[src/rtl/count_disp_driver.sv]
`default_nettype none
// ============================================================================
//  Module   : count_disp_driver
//  Purpose  : Display driver that follows a 4-bit up/down counter. It
//             registers the count, decodes it to two multiplexed 7-segment
//             digits (decimal 00-15), shows the count direction on the
//             decimal point and stretches 15<->0 wrap events onto an LED.
//  Ports    : clk      - system clock, all logic on posedge
//             rst      - synchronous reset, active-high
//             q_in     - counter value (4 bits)
//             dir      - counter direction, 0 = up, 1 = down
//             seg      - segments {g,f,e,d,c,b,a}, polarity per SEG_ACTIVE_LOW
//             dp       - decimal point, polarity per SEG_ACTIVE_LOW
//             an       - digit enables, active-low; an[0] ones, an[1] tens
//             wrap_led - high while a wrap event is being displayed
//  Config   : define COUNT_DISP_HEX_EN to show q as a single hex digit 0-F
//             on the ones position, with the tens digit always blank.
//  Revision : 1.0 - initial release
// ============================================================================
module count_disp_driver #(
  parameter int unsigned REFRESH_DIV    = 50000,
  parameter int unsigned WRAP_HOLD      = 25000000,
  parameter int unsigned SEG_ACTIVE_LOW = 1
) (
  input  logic       clk,
  input  logic       rst,
  input  logic [3:0] q_in,
  input  logic       dir,
  output logic [6:0] seg,
  output logic       dp,
  output logic [1:0] an,
  output logic       wrap_led
);

  localparam int unsigned c_REFRESH_W = (REFRESH_DIV > 1) ? $clog2(REFRESH_DIV) : 1;
  localparam int unsigned c_HOLD_W    = $clog2(WRAP_HOLD + 1);

  localparam logic [c_REFRESH_W-1:0] c_REFRESH_LAST = c_REFRESH_W'(REFRESH_DIV - 1);
  localparam logic [c_HOLD_W-1:0]    c_HOLD_LOAD    = c_HOLD_W'(WRAP_HOLD);

  // Segment patterns are built active-low internally; c_INV flips seg/dp
  // for active-high boards. Digit enables are never inverted.
  localparam logic [6:0] c_BLANK = 7'b1111111;
  localparam logic       c_INV   = (SEG_ACTIVE_LOW == 0);

  // Active-low gfedcba pattern for one hex digit.
  function automatic logic [6:0] seg_code(input logic [3:0] v);
    logic [6:0] s;
    s = c_BLANK;
    case (v)
      4'h0: s = 7'b1000000;
      4'h1: s = 7'b1111001;
      4'h2: s = 7'b0100100;
      4'h3: s = 7'b0110000;
      4'h4: s = 7'b0011001;
      4'h5: s = 7'b0010010;
      4'h6: s = 7'b0000010;
      4'h7: s = 7'b1111000;
      4'h8: s = 7'b0000000;
      4'h9: s = 7'b0010000;
      4'hA: s = 7'b0001000;
      4'hB: s = 7'b0000011;
      4'hC: s = 7'b1000110;
      4'hD: s = 7'b0100001;
      4'hE: s = 7'b0000110;
      4'hF: s = 7'b0001110;
      default: s = c_BLANK;
    endcase
    return s;
  endfunction

  // Sample stage and wrap-detect history
  logic [3:0] r_q;
  logic       r_dir;
  logic       r_q_vld;    // r_q holds a real sample (not the reset value)
  logic [3:0] r_prev_q;
  logic       r_prev_vld; // r_prev_q holds a real sample

  // Scan and wrap-stretch state
  logic [c_REFRESH_W-1:0] r_refresh_cnt;
  logic                   r_digit_sel;
  logic [c_HOLD_W-1:0]    r_hold_cnt;

  // Registered outputs
  logic [6:0] r_seg;
  logic       r_dp;
  logic [1:0] r_an;
  logic       r_wrap_led;

  // Digit decode
  logic [3:0] w_ones_val;
  logic [6:0] w_tens_code;
  logic [6:0] w_ones_code;
  logic       w_wrap;

`ifdef COUNT_DISP_HEX_EN
  assign w_ones_val  = r_q;
  assign w_tens_code = c_BLANK;
`else
  logic w_tens;
  assign w_tens      = (r_q >= 4'd10);
  assign w_ones_val  = w_tens ? (r_q - 4'd10) : r_q;
  // Leading-zero blanking: the tens digit only ever shows a '1'.
  assign w_tens_code = w_tens ? seg_code(4'd1) : c_BLANK;
`endif

  assign w_ones_code = seg_code(w_ones_val);

  assign w_wrap = r_prev_vld &
                  (((r_prev_q == 4'hF) && (r_q == 4'h0)) ||
                   ((r_prev_q == 4'h0) && (r_q == 4'hF)));

  always_ff @(posedge clk) begin
    if (rst) begin
      r_q           <= 4'd0;
      r_dir         <= 1'b0;
      r_q_vld       <= 1'b0;
      r_prev_q      <= 4'd0;
      r_prev_vld    <= 1'b0;
      r_refresh_cnt <= '0;
      r_digit_sel   <= 1'b0;
      r_hold_cnt    <= '0;
      r_an          <= 2'b11;
      r_seg         <= c_BLANK ^ {7{c_INV}};
      r_dp          <= 1'b1 ^ c_INV;
      r_wrap_led    <= 1'b0;
    end else begin
      r_q      <= q_in;
      r_dir    <= dir;
      r_q_vld  <= 1'b1;
      r_prev_q <= r_q;
      // Validity follows the sample one stage later, so the reset value of
      // r_q is never compared against the first real count.
      r_prev_vld <= r_q_vld;

      if (r_refresh_cnt == c_REFRESH_LAST) begin
        r_refresh_cnt <= '0;
        r_digit_sel   <= ~r_digit_sel;
      end else begin
        r_refresh_cnt <= r_refresh_cnt + 1'b1;
      end

      if (r_digit_sel == 1'b0) begin
        r_an  <= 2'b10;
        r_seg <= w_ones_code ^ {7{c_INV}};
        r_dp  <= ~r_dir ^ c_INV;
      end else begin
        r_an  <= 2'b01;
        r_seg <= w_tens_code ^ {7{c_INV}};
        r_dp  <= 1'b1 ^ c_INV;
      end

      // The LED tracks the next value of r_hold_cnt so it rises together
      // with the reload and stays high for exactly WRAP_HOLD cycles.
      if (w_wrap) begin
        r_hold_cnt <= c_HOLD_LOAD;
        r_wrap_led <= 1'b1;
      end else if (r_hold_cnt != '0) begin
        r_hold_cnt <= r_hold_cnt - 1'b1;
        r_wrap_led <= (r_hold_cnt != c_HOLD_W'(1));
      end else begin
        r_wrap_led <= 1'b0;
      end
    end
  end

  assign seg      = r_seg;
  assign dp       = r_dp;
  assign an       = r_an;
  assign wrap_led = r_wrap_led;

endmodule
`default_nettype wire
[config.mk]
export PLATFORM = sky130hd
export DESIGN_NAME = count_disp_driver
export DESIGN_NICKNAME = d
export VERILOG_FILES = /design/src/rtl/count_disp_driver.sv
export SDC_FILE = /design/constraint.sdc
export NUM_CORES = 1
export LEC_CHECK = 0
export ABC_CLOCK_PERIOD_IN_PS = 2580
export BUFFER_PORTS_ARGS = -buffer_cell sky130_fd_sc_hd__buf_2
export CAP_MARGIN = 15
export CORE_UTILIZATION = 45
export DETAILED_ROUTE_END_ITERATION = 16
export GPL_TIMING_DRIVEN = 0
export MAX_ROUTING_LAYER = met4
export SLEW_MARGIN = 5
export SYNTH_ARGS = -nofsm -noshare
export SYNTH_HDL_FRONTEND = slang
export SYNTH_SLANG_ARGS = --single-unit
[constraint.sdc]
create_clock -name clk -period 2.58 [get_ports clk]
set_input_delay 0.129 -clock clk [delete_from_list [all_inputs] [get_ports clk]]
set_output_delay 0.129 -clock clk [all_outputs]
set_load 0.02 [all_outputs]
Word-level counts from Yosys, hierarchy flattened:

Memory sizes are Yosys's and may differ from the RTL's.
Cells that the tools add are included.

* $add $sub $neg: 3
* $mul: 0
* div/mod/pow operators: 0
* $lt $le $gt $ge: 1
* eq/ne operators: 4
* shift operators: 0
* multiplexer cells: 9
* bitwise logic cells: 3
* reductions and logical operators: 10

Operators with widths (number)
* $mux 25: 2
* $ne 25x1->1 const B: 1
* $reduce_bool 25->1: 1
* $sub 25x1->25 const B: 1
* $add 16x1->16 const B: 1
* $eq 16x16->1 const B: 1
* $eq 4x4->1 const B: 2
* $logic_not 4->1: 2
* $mux 7: 1
* $reduce_or 2->1: 3
* $ge 4x4->1 const B: 1
* $mux 4: 1
* $sub 4x4->4 const B: 1
* $mux 1: 3
* $mux 3: 1
* $logic_and 1x1->1: 2
* $mux 2: 1
* $not 1->1: 2
* $reduce_bool 2->1: 1
* $and 1x1->1: 1
* $logic_or 1x1->1: 1

* register bits: 64
* bits in latches: 0
* memory bits (writable): 0
* memory bits (read-only): 112
* input bits: 7
* output and inout bits: 11
* logic and storage cells: 44
* memories: 1

Memory list
* (name not given): words 16, width 7, read ports 1, clocked after Yosys merged registers in 0, wr ports 0, RTL line 50 `case (v)`

Logic depth before layout (Yosys ltp):

Gate-level depths: netlist (run 1).

* depth after elaboration: 5
* gate-level depth with buffers: 7
* gate-level depth less buffers: 7

Worst setup path before layout (run 1):

Ideal clock, no wire load.

* path type: flip-flop to flip-flop
* from: reg r_hold_cnt[0]
* to: reg r_hold_cnt[22]
* library setup time: 0.074 ns
* arrival: 1.759 ns
* required time: 2.506 ns
* setup slack: 0.746 ns
* stages on the path, launching flop included: 8
* buffers on the path: 0
* clock period less this slack: 1.834 ns
* cell sequence: dfxtp_1 > inv_1 > ha_1 > or3b_1 > nor3_4 > o21ai_2 > or3_1 > a31oi_1

* longest elaborated chain between the ends: 3

Ends and longest elaborated chain
* start, declared: RTL line 82 `logic [c_HOLD_W-1:0] r_hold_cnt;`
* start signal, assigned: RTL line 156 `r_hold_cnt <= c_HOLD_LOAD;`
* start signal, assigned: RTL line 159 `r_hold_cnt <= r_hold_cnt - 1'b1;`
* $sub 25x1->25: RTL line 159
* $mux 25: RTL line 158 `end else if (r_hold_cnt != '0) begin`
* $mux 25: RTL line 155 `if (w_wrap) begin`

Parallel ways exist; a longest one is shown, timed or not. The select of a mux whose other input is x is not followed.
A chain may end at the register's enable or synchronous reset.

Final worst setup path (run 1):

* from: reg r_q[1]
* to: reg r_seg[2] (netlist: seg[2])

* longest elaborated chain between the ends: 4

Ends and longest elaborated chain
* start, declared: RTL line 73 `logic [3:0] r_q;`
* start signal, assigned: RTL line 128 `r_q <= q_in;`
* $sub 4x4->4 / $ge 4x4->1 (equally long branches): RTL line 102, 101
* $mux 4: RTL line 102 `assign w_ones_val = w_tens ? (r_q - 4'd10) : r_q;`
* $mem_v2 16x7
* $mux 7 (*): RTL line 143 `if (r_digit_sel == 1'b0) begin`
* end signal, assigned: RTL line 124 `r_seg <= c_BLANK ^ {7{c_INV}};`
* end signal, assigned: RTL line 145 `r_seg <= w_ones_code ^ {7{c_INV}};`
* end signal, assigned: RTL line 149 `r_seg <= w_tens_code ^ {7{c_INV}};`
* end, declared: RTL line 85 `logic [6:0] r_seg;`

Mark *: on every way between the ends. The rest lies on a longest branch, timed or not.

==> flow_results.xml, run 1 <==
<?xml version="1.0" encoding="UTF-8"?>
<metrics>
  <group name="worst_setup_path">
    <metric name="required_worst_endpoint" unit="ps">2800</metric>
    <metric name="length_in_cells_of_the_worst_reg_to_reg_path" unit="">7</metric>
    <metric name="worst-path-max-fanout" unit="">10</metric>
    <metric name="r2r_slack" unit="ps">470</metric>
    <metric name="reg2reg_to" unit="">seg[2]</metric>
    <metric name="worst_r2r_startpoint" unit="">r_q[1]</metric>
    <metric name="timing.critical_path.arrival" unit="ps">2330</metric>
    <metric name="startpoint_type" unit="">flop</metric>
    <metric name="criticalPathCategory" unit="">reg2reg</metric>
    <metric name="critPathCaptureType" unit="">flop</metric>
  </group>
  <group name="timing">
    <metric name="setup_viol_count_final" unit="">0</metric>
    <metric name="setup_total_negative_slack" unit="ps">0</metric>
    <metric name="hold_ws" unit="ps">18.5</metric>
    <metric name="clock_skew" unit="ps">7.13</metric>
    <metric name="rsz0062_at_grt" unit="">no</metric>
    <metric name="post-route-period-util" unit="%">81.9</metric>
    <metric name="achievable_clock_frequency" unit="GHz">0.473</metric>
    <metric name="timing_worst_slew_pin_value" unit="ps">555</metric>
    <metric name="relSlewSlack" unit="%">61.9</metric>
    <metric name="slew_violations" unit="">0</metric>
    <metric name="timing.final.ws_setup" unit="ps">466</metric>
    <metric name="finalHoldViolCount" unit="">0</metric>
    <metric name="finalCriticalPeriod" unit="ps">2110</metric>
  </group>
  <group name="drt">
    <metric name="drt_wl_total" unit="mm">5.69</metric>
    <metric name="post-route-drc-count" unit="">0</metric>
    <metric name="topRoutingLayerUsed" unit="">met4</metric>
    <metric name="routedWlPerCell" unit="µm">12.9</metric>
    <metric name="postRouteAntennaNets" unit="">0</metric>
    <metric name="routed-wl-met2" unit="mm">2.44</metric>
    <metric name="routedLengthMet1" unit="mm">2.94</metric>
    <metric name="firstDrtPassIters" unit="">4</metric>
    <metric name="route.detailed.vias_per_inst" unit="">5.31</metric>
    <metric name="met3_length" unit="µm">199</metric>
    <metric name="via_total_after_detailed_routing" unit="">2342</metric>
    <metric name="iteration_0_drc_markers" unit="">100</metric>
  </group>
  <group name="logic_synthesis">
    <metric name="netlist_instances" unit="">329</metric>
    <metric name="yosys_register_bits" unit="">64</metric>
    <metric name="postSynthNetCount" unit="">341</metric>
    <metric name="synth-edff-count" unit="">0</metric>
    <metric name="syn-cell-area" unit="µm²">2890</metric>
    <metric name="average_cell_area_after_synthesis" unit="µm²">8.79</metric>
    <metric name="synth_top_flop_cell" unit="">sky130_fd_sc_hd__dfxtp_1</metric>
    <metric name="postSynth.asyncResetShare" unit="%">0</metric>
    <metric name="yosysWarnings" unit="">0</metric>
    <metric name="seq_area_frac_synth" unit="%">44.3</metric>
    <metric name="yosys.cell_types.count" unit="">46</metric>
  </group>
  <group name="clock_network">
    <metric name="tritoncts" unit="">done</metric>
    <metric name="cts.repair_timing.setup_buffer_count" unit="">0</metric>
    <metric name="clock_latency" unit="ps">340</metric>
    <metric name="hold_buffers" unit="">4</metric>
    <metric name="cts_buffers" unit="">9</metric>
    <metric name="clock_tree.htree_level_count" unit="">3</metric>
    <metric name="cts_max_path_bufs" unit="">2</metric>
    <metric name="clk_transition_reported_paths" unit="ps">70</metric>
    <metric name="clockRootBuffer" unit="">sky130_fd_sc_hd__clkbuf_8</metric>
    <metric name="cts_resized" unit="">0</metric>
    <metric name="clock_sink_count" unit="">64</metric>
  </group>
  <group name="global_route">
    <metric name="first_global_vias" unit="">2119</metric>
    <metric name="gr-total-overflow" unit="">0</metric>
    <metric name="number_of_antenna_violations_at_the_first_check_in_global_routing" unit="">0</metric>
    <metric name="groute.usage.overall" unit="%">19.4</metric>
    <metric name="grt_pass1_wl" unit="mm">9.56</metric>
    <metric name="pin_count_of_the_biggest_net_entering_global_routing" unit="">12</metric>
  </group>
  <group name="worst_hold_path">
    <metric name="hold_path_end" unit="">r_q[2]</metric>
    <metric name="hold_path_depth" unit="">2</metric>
    <metric name="holdCritPathClass" unit="">in2reg</metric>
    <metric name="hold_path.startpoint" unit="">q_in[2]</metric>
  </group>
  <group name="floorplan">
    <metric name="initial_core_util" unit="%">47.7</metric>
    <metric name="chipWidth" unit="µm">82.2</metric>
    <metric name="ioPinCount" unit="">18</metric>
    <metric name="vertical_extent_of_the_die" unit="µm">82.2</metric>
    <metric name="dieArea" unit="µm²">6750</metric>
    <metric name="std_cell_rows" unit="">28</metric>
    <metric name="placeableCoreArea" unit="µm²">6060</metric>
  </group>
  <group name="job">
    <metric name="maxCapViolCount" unit="">0</metric>
  </group>
  <group name="pwr">
    <metric name="power.leakage" unit="nW">1.27</metric>
    <metric name="vdd.ir_drop.worst" unit="µV">659</metric>
    <metric name="power.density" unit="nW/µm²">1150</metric>
  </group>
  <group name="finish">
    <metric name="ratio_of_cells_with_drive_above_1_in_the_final_layout" unit="%">12.6</metric>
    <metric name="area_delta_synth_final" unit="%">14.7</metric>
    <metric name="num-nets-final" unit="">373</metric>
    <metric name="antennaDiodeCount" unit="">0</metric>
  </group>
  <group name="place">
    <metric name="gpl.final_weighted_congestion" unit="">0.832</metric>
    <metric name="post-dp-hpwl" unit="mm">4.02</metric>
    <metric name="dp_worst_setup_slack" unit="ps">519</metric>
    <metric name="buffer_ports.inserted" unit="">17</metric>
  </group>
  <group name="status">
    <metric name="status" unit="">finished, final reports clean</metric>
  </group>
</metrics>
## cell type report
class | instances | area [µm²]
clock inverter | 5 | 55.1
buffer | 12 | 48.8
clock buffer | 11 | 151
fill | 554 | 2740
tap | 75 | 93.8
sequential | 64 | 1280
timing repair buffer | 21 | 125
multi-input combinational | 239 | 1510
inverter | 14 | 52.6
## metrics by stage
step | total power, W | cell area (µm²) | instances | utilization [%]
4_1_cts | 0.00384 | 3320 | 441 | 54.7
5_1_grt | 0.00412 | 3320 | 441 | 54.7
2_1_floorplan | 0.00262 | 2890 | 329 | -
3_5_place_dp | 0.00293 | 3070 | 421 | 50.7
3_3_place_gp | 0.00292 | 3070 | 421 | 50.7
6_report | 0.00381 | 3320 | 441 | 54.7
## report_power, final
part | switching, W | internal [W] | total, W | leakage (nW)
clock network | 0.000385 | 0.000495 | 0.000880 | 0.101
logic | 0.000933 | 0.000624 | 0.00156 | 0.640
registers | 0.000188 | 0.00118 | 0.00137 | 0.526
## per-layer routing
| layer | track usage, % | up-vias |
|---|---|---|
| met5 | - | - |
| met4 | 8.42 | 0 |
| met3 | 5.27 | 10 |
| met2 | 28.8 | 31 |
| met1 | 24.6 | 1066 |
| li1 | - | 1235 |
## registers in the layout, indices dropped and copies added, names as in the netlist
name / flops
r_hold_cnt: 25
r_refresh_cnt: 16
seg: 7
r_prev_q: 4
r_q: 4
an: 2
dp: 1
r_digit_sel: 1
r_dir: 1
r_prev_vld: 1
r_q_vld: 1
wrap_led: 1
## how the worst max path moves through the flow
stage	start	endpoint	cells past startpoint
finish	r_q[1]	seg[2]	7
global route	r_q[1]	seg[2]	7
CTS	r_q[1]	seg[2]	7
detailed placement	r_q[1]	seg[2]	7
global placement	r_q[1]	seg[2]	7
floorplan	r_hold_cnt[0]	r_hold_cnt[22]	7
## cells by family (layout without fill, tap and decap cells)
kind of cell / count (synthesis) / after routing / share of synthesized area [%]
muxes: 3 / 3 / 1.08
xor gates and xnor gates: 32 / 32 / 9.69
buffers and inverters: 26 / 63 / 3.50
and+or+nand+nor: 137 / 137 / 25.6
DFF: 64 / 64 / 44.3
AOI/OAI and AO/OA: 61 / 61 / 13.3
adders and majority gates: 6 / 6 / 2.51
## cells in the final DEF (no fill, tap or decap), types with 3 or more instances in the layout
| master | netlist | layout |
|---|---|---|
| sky130_fd_sc_hd__a31oi_1 | 5 | 5 |
| sky130_fd_sc_hd__nand2_1 | 16 | 16 |
| sky130_fd_sc_hd__or4_1 | 4 | 4 |
| sky130_fd_sc_hd__o21ai_0 | 15 | 15 |
| sky130_fd_sc_hd__nor3_1 | 13 | 13 |
| sky130_fd_sc_hd__dlygate4sd3_1 | 0 | 4 |
| sky130_fd_sc_hd__ha_1 | 5 | 5 |
| sky130_fd_sc_hd__xnor2_1 | 14 | 14 |
| sky130_fd_sc_hd__nor4_1 | 10 | 10 |
| sky130_fd_sc_hd__buf_2 | 3 | 20 |
| sky130_fd_sc_hd__and3_1 | 6 | 6 |
| sky130_fd_sc_hd__nand3_1 | 10 | 10 |
| sky130_fd_sc_hd__nor2b_1 | 8 | 8 |
| sky130_fd_sc_hd__or3_1 | 6 | 6 |
| sky130_fd_sc_hd__clkbuf_1 | 9 | 9 |
| sky130_fd_sc_hd__a21oi_1 | 14 | 14 |
| sky130_fd_sc_hd__and4b_1 | 3 | 3 |
| sky130_fd_sc_hd__xor2_1 | 18 | 18 |
| sky130_fd_sc_hd__nor2_1 | 41 | 41 |
| sky130_fd_sc_hd__inv_1 | 14 | 14 |
| sky130_fd_sc_hd__nand4_1 | 7 | 7 |
| sky130_fd_sc_hd__or2_2 | 3 | 3 |
| sky130_fd_sc_hd__clkbuf_8 | 0 | 11 |
| sky130_fd_sc_hd__o211ai_1 | 8 | 8 |
| sky130_fd_sc_hd__dfxtp_1 | 64 | 64 |
| sky130_fd_sc_hd__o31ai_1 | 3 | 3 |
## cell usage after synthesis (2+ instances only)
library cell,number,area (µm²)
sky130_fd_sc_hd__a211oi_1,2,15.0
sky130_fd_sc_hd__o21ai_2,2,17.5
sky130_fd_sc_hd__ha_1,5,62.6
sky130_fd_sc_hd__or3_1,6,37.5
sky130_fd_sc_hd__mux2i_1,2,20.0
sky130_fd_sc_hd__buf_2,3,15.0
sky130_fd_sc_hd__and3_1,6,37.5
sky130_fd_sc_hd__nor2b_1,8,50.1
sky130_fd_sc_hd__xnor2_1,14,123
sky130_fd_sc_hd__a21o_1,2,15.0
sky130_fd_sc_hd__clkbuf_1,9,33.8
sky130_fd_sc_hd__a21oi_1,14,70.1
sky130_fd_sc_hd__and4b_1,3,30.0
sky130_fd_sc_hd__nand2b_1,2,12.5
sky130_fd_sc_hd__o2111ai_1,2,17.5
sky130_fd_sc_hd__nor3_1,13,65.1
sky130_fd_sc_hd__o211ai_1,8,60.1
sky130_fd_sc_hd__nand4_1,7,43.8
sky130_fd_sc_hd__o21ai_0,15,75.1
sky130_fd_sc_hd__inv_1,14,52.6
sky130_fd_sc_hd__dfxtp_1,64,1280
sky130_fd_sc_hd__a22oi_1,2,15.0
sky130_fd_sc_hd__nand2_1,16,60.1
sky130_fd_sc_hd__or4_1,4,30.0
sky130_fd_sc_hd__or2_2,3,18.8
sky130_fd_sc_hd__a31oi_1,5,31.3
sky130_fd_sc_hd__nor4_1,10,62.6
sky130_fd_sc_hd__nor4_2,2,25.0
sky130_fd_sc_hd__nor2_1,41,154
sky130_fd_sc_hd__o31ai_1,3,22.5
sky130_fd_sc_hd__nand3_1,10,50.1
sky130_fd_sc_hd__xor2_1,18,158
## critical path, stage by stage (launching register included)
cell,delay (ps)
sky130_fd_sc_hd__dfxtp_1,410
sky130_fd_sc_hd__inv_1,130
sky130_fd_sc_hd__ha_1,250
sky130_fd_sc_hd__o21ai_0,380
sky130_fd_sc_hd__clkbuf_1,360
sky130_fd_sc_hd__nor2_1,130
sky130_fd_sc_hd__a211oi_1,240
sky130_fd_sc_hd__o21ai_0,100
No activity file was read; power rests on OpenSTA's default activity.
==> run 2: changes to the inputs <==
--- a/config.mk
+++ b/config.mk
@@ -5,7 +5,7 @@
 export SDC_FILE = /design/constraint.sdc
 export NUM_CORES = 1
 export LEC_CHECK = 0
-export ABC_CLOCK_PERIOD_IN_PS = 2580
+export ABC_CLOCK_PERIOD_IN_PS = 2200
 export BUFFER_PORTS_ARGS = -buffer_cell sky130_fd_sc_hd__buf_2
 export CAP_MARGIN = 15
 export CORE_UTILIZATION = 45
==> constraint.sdc (replaced) <==
create_clock -name clk -period 2.2 [get_ports clk]
set_input_delay 0.11 -clock clk [delete_from_list [all_inputs] [get_ports clk]]
set_output_delay 0.11 -clock clk [all_outputs]
set_load 0.02 [all_outputs]
==> run 2 against run 1 <==
  * Combinational power up 21%
  * First-iteration DRC count down 26%
  * Worst hold slack better by 1.6 ps
  * Design area up 0.57%
  * Clock-buffer cell count unchanged
  * Via count up 0.56%
  * Register-to-register slack worse by 300 ps
  * Sequential share of layout area down 0.22 points
  * Utilization up 0.31 points
==> flow_results.xml, run 2 (synthesized netlist as in run 1, its figures left out) <==
<?xml version="1.0" encoding="UTF-8"?>
<metrics>
  <group name="pwr">
    <metric name="vdd.ir_drop.worst" unit="µV">771</metric>
    <metric name="power.leakage" unit="nW">1.28</metric>
    <metric name="power.density" unit="nW/µm²">1360</metric>
  </group>
  <group name="drt">
    <metric name="post-route-drc-count" unit="">0</metric>
    <metric name="routedWlPerCell" unit="µm">12.9</metric>
    <metric name="via_total_after_detailed_routing" unit="">2355</metric>
    <metric name="route.detailed.vias_per_inst" unit="">5.32</metric>
    <metric name="drt_wl_total" unit="mm">5.71</metric>
    <metric name="iteration_0_drc_markers" unit="">74</metric>
    <metric name="postRouteAntennaNets" unit="">0</metric>
    <metric name="firstDrtPassIters" unit="">6</metric>
  </group>
  <group name="place">
    <metric name="post-dp-hpwl" unit="mm">4.02</metric>
    <metric name="gpl.final_weighted_congestion" unit="">0.832</metric>
    <metric name="place_area" unit="µm²">3070</metric>
    <metric name="buffer_ports.inserted" unit="">17</metric>
  </group>
  <group name="clock_network">
    <metric name="tritoncts" unit="">done</metric>
    <metric name="clockRootBuffer" unit="">sky130_fd_sc_hd__clkbuf_8</metric>
    <metric name="clk_transition_reported_paths" unit="ps">70</metric>
    <metric name="clock_sink_count" unit="">64</metric>
    <metric name="clock_tree.htree_level_count" unit="">3</metric>
    <metric name="cts_max_path_bufs" unit="">2</metric>
    <metric name="cts_buffers" unit="">9</metric>
    <metric name="clock_latency" unit="ps">340</metric>
  </group>
  <group name="global_route">
    <metric name="number_of_antenna_violations_at_the_first_check_in_global_routing" unit="">0</metric>
    <metric name="pin_count_of_the_biggest_net_entering_global_routing" unit="">12</metric>
    <metric name="grt_pass1_wl" unit="mm">9.58</metric>
    <metric name="groute.usage.overall" unit="%">19.4</metric>
    <metric name="first_global_vias" unit="">2125</metric>
    <metric name="gr-total-overflow" unit="">0</metric>
  </group>
  <group name="job">
    <metric name="maxCapViolCount" unit="">0</metric>
  </group>
  <group name="worst_setup_path">
    <metric name="criticalPathCategory" unit="">reg2reg</metric>
    <metric name="required_worst_endpoint" unit="ps">2470</metric>
    <metric name="startpoint_type" unit="">flop</metric>
    <metric name="worst-path-max-fanout" unit="">7</metric>
    <metric name="timing.critical_path.arrival" unit="ps">2300</metric>
    <metric name="critPathCaptureType" unit="">flop</metric>
  </group>
  <group name="timing">
    <metric name="slew_violations" unit="">0</metric>
    <metric name="relSlewSlack" unit="%">61.2</metric>
    <metric name="rsz0062_at_grt" unit="">no</metric>
    <metric name="setup_total_negative_slack" unit="ps">0</metric>
    <metric name="setup_viol_count_final" unit="">0</metric>
    <metric name="achievable_clock_frequency" unit="GHz">0.492</metric>
    <metric name="clock_skew" unit="ps">6.61</metric>
    <metric name="timing_worst_slew_pin_value" unit="ps">566</metric>
    <metric name="post-route-period-util" unit="%">92.4</metric>
    <metric name="finalHoldViolCount" unit="">0</metric>
    <metric name="finalCriticalPeriod" unit="ps">2030</metric>
    <metric name="hold_ws" unit="ps">20.1</metric>
  </group>
  <group name="floorplan">
    <metric name="placeableCoreArea" unit="µm²">6060</metric>
    <metric name="initial_core_util" unit="%">47.7</metric>
    <metric name="std_cell_rows" unit="">28</metric>
    <metric name="ioPinCount" unit="">18</metric>
    <metric name="chipWidth" unit="µm">82.2</metric>
    <metric name="vertical_extent_of_the_die" unit="µm">82.2</metric>
    <metric name="dieArea" unit="µm²">6750</metric>
  </group>
  <group name="finish">
    <metric name="final_common_cell" unit="">sky130_fd_sc_hd__dfxtp_1</metric>
    <metric name="largest_register_ff_count" unit="">25</metric>
    <metric name="num-nets-final" unit="">375</metric>
    <metric name="area.sequential" unit="µm²">1280</metric>
    <metric name="top_register" unit="">r_hold_cnt</metric>
    <metric name="area_of_all_placed_cells_without_fillers" unit="µm²">3340</metric>
    <metric name="mostFrequentLayoutCells" unit="">sky130_fd_sc_hd__dfxtp_1 (64), sky130_fd_sc_hd__nor2_1 (41), sky130_fd_sc_hd__buf_2 (20), sky130_fd_sc_hd__xor2_1 (18), sky130_fd_sc_hd__nand2_1 (16)</metric>
    <metric name="ratio_of_cells_with_drive_above_1_in_the_final_layout" unit="%">13.0</metric>
    <metric name="fillerInstances" unit="">551</metric>
    <metric name="area_delta_synth_final" unit="%">15.4</metric>
    <metric name="multi_input_comb_area" unit="µm²">1510</metric>
    <metric name="antennaDiodeCount" unit="">0</metric>
  </group>
  <group name="worst_hold_path">
    <metric name="holdCritPathClass" unit="">in2reg</metric>
  </group>
  <group name="status">
    <metric name="status" unit="">finished, final reports clean</metric>
  </group>
</metrics>
run 2: through the flow:
step	util (%)	setup WS [ps]	total power, W	instances
floorplan	-	366	0.00307	329
detailed placement	50.7	139	0.00344	421
global route	55.0	1.86	0.00489	443
finish	55.0	168	0.00453	443
CTS	54.9	119	0.00451	442
global placement	50.7	138	0.00343	421
run 2: path summary, 6_finish.rpt:
check	from	endpoint	slack [ps]	cells after the start
hold / removal	rst	r_dir	20	2
setup reg to reg	r_hold_cnt[0]	r_hold_cnt[22]	170	7
setup / recovery	r_hold_cnt[0]	r_hold_cnt[22]	170	7
hold reg to reg	r_dir	dp	370	1
run 2: worst max-delay path, cell delays in order (launching register included):
cell and delay [ps]:
sky130_fd_sc_hd__dfxtp_1 350, sky130_fd_sc_hd__inv_1 90, sky130_fd_sc_hd__ha_1 190, sky130_fd_sc_hd__or3b_1 420, sky130_fd_sc_hd__nor3_4 230, sky130_fd_sc_hd__o21ai_2 170
sky130_fd_sc_hd__or3_1 360, sky130_fd_sc_hd__a31oi_1 150
run 2: what timing repair did:
| action | in CTS | in global routing |
|---|---|---|
| hold endpoints to repair | 5 | 0 |
| endpoints found under the setup margin | 0 | 7 |
| hold buffers | 5 | 0 |
| gates resized for setup | 0 | 3 |
| setup buffers | 0 | 1 |
run 2: metal layers:
layer / vias up / global-route usage [%] / share of wire [%]
li1: 1238 / - / -
met5: - / - / 0
met4: 0 / 8.42 / 1.8
met2: 36 / 28.9 / 43
met3: 10 / 5.27 / 3.5
met1: 1071 / 24.6 / 52
run 2: report_power, final:
part	internal, W	total (W)	switching [W]
registers	0.00139	0.00161	0.000222
logic	0.000782	0.00189	0.00110
clock network	0.000581	0.00103	0.000454
total	0.00275	0.00453	0.00178
run 2: area by class of cell:
type / instances / area share [%]
Sequential cell: 64 / 38.4
Clock buffer: 11 / 4.54
Timing Repair Buffer: 23 / 4.28
Buffer: 12 / 1.50
Clock inverter: 5 / 1.65
Tap cell: 75 / 2.81
Multi-Input combinational cell: 239 / 45.2
Inverter: 14 / 1.58
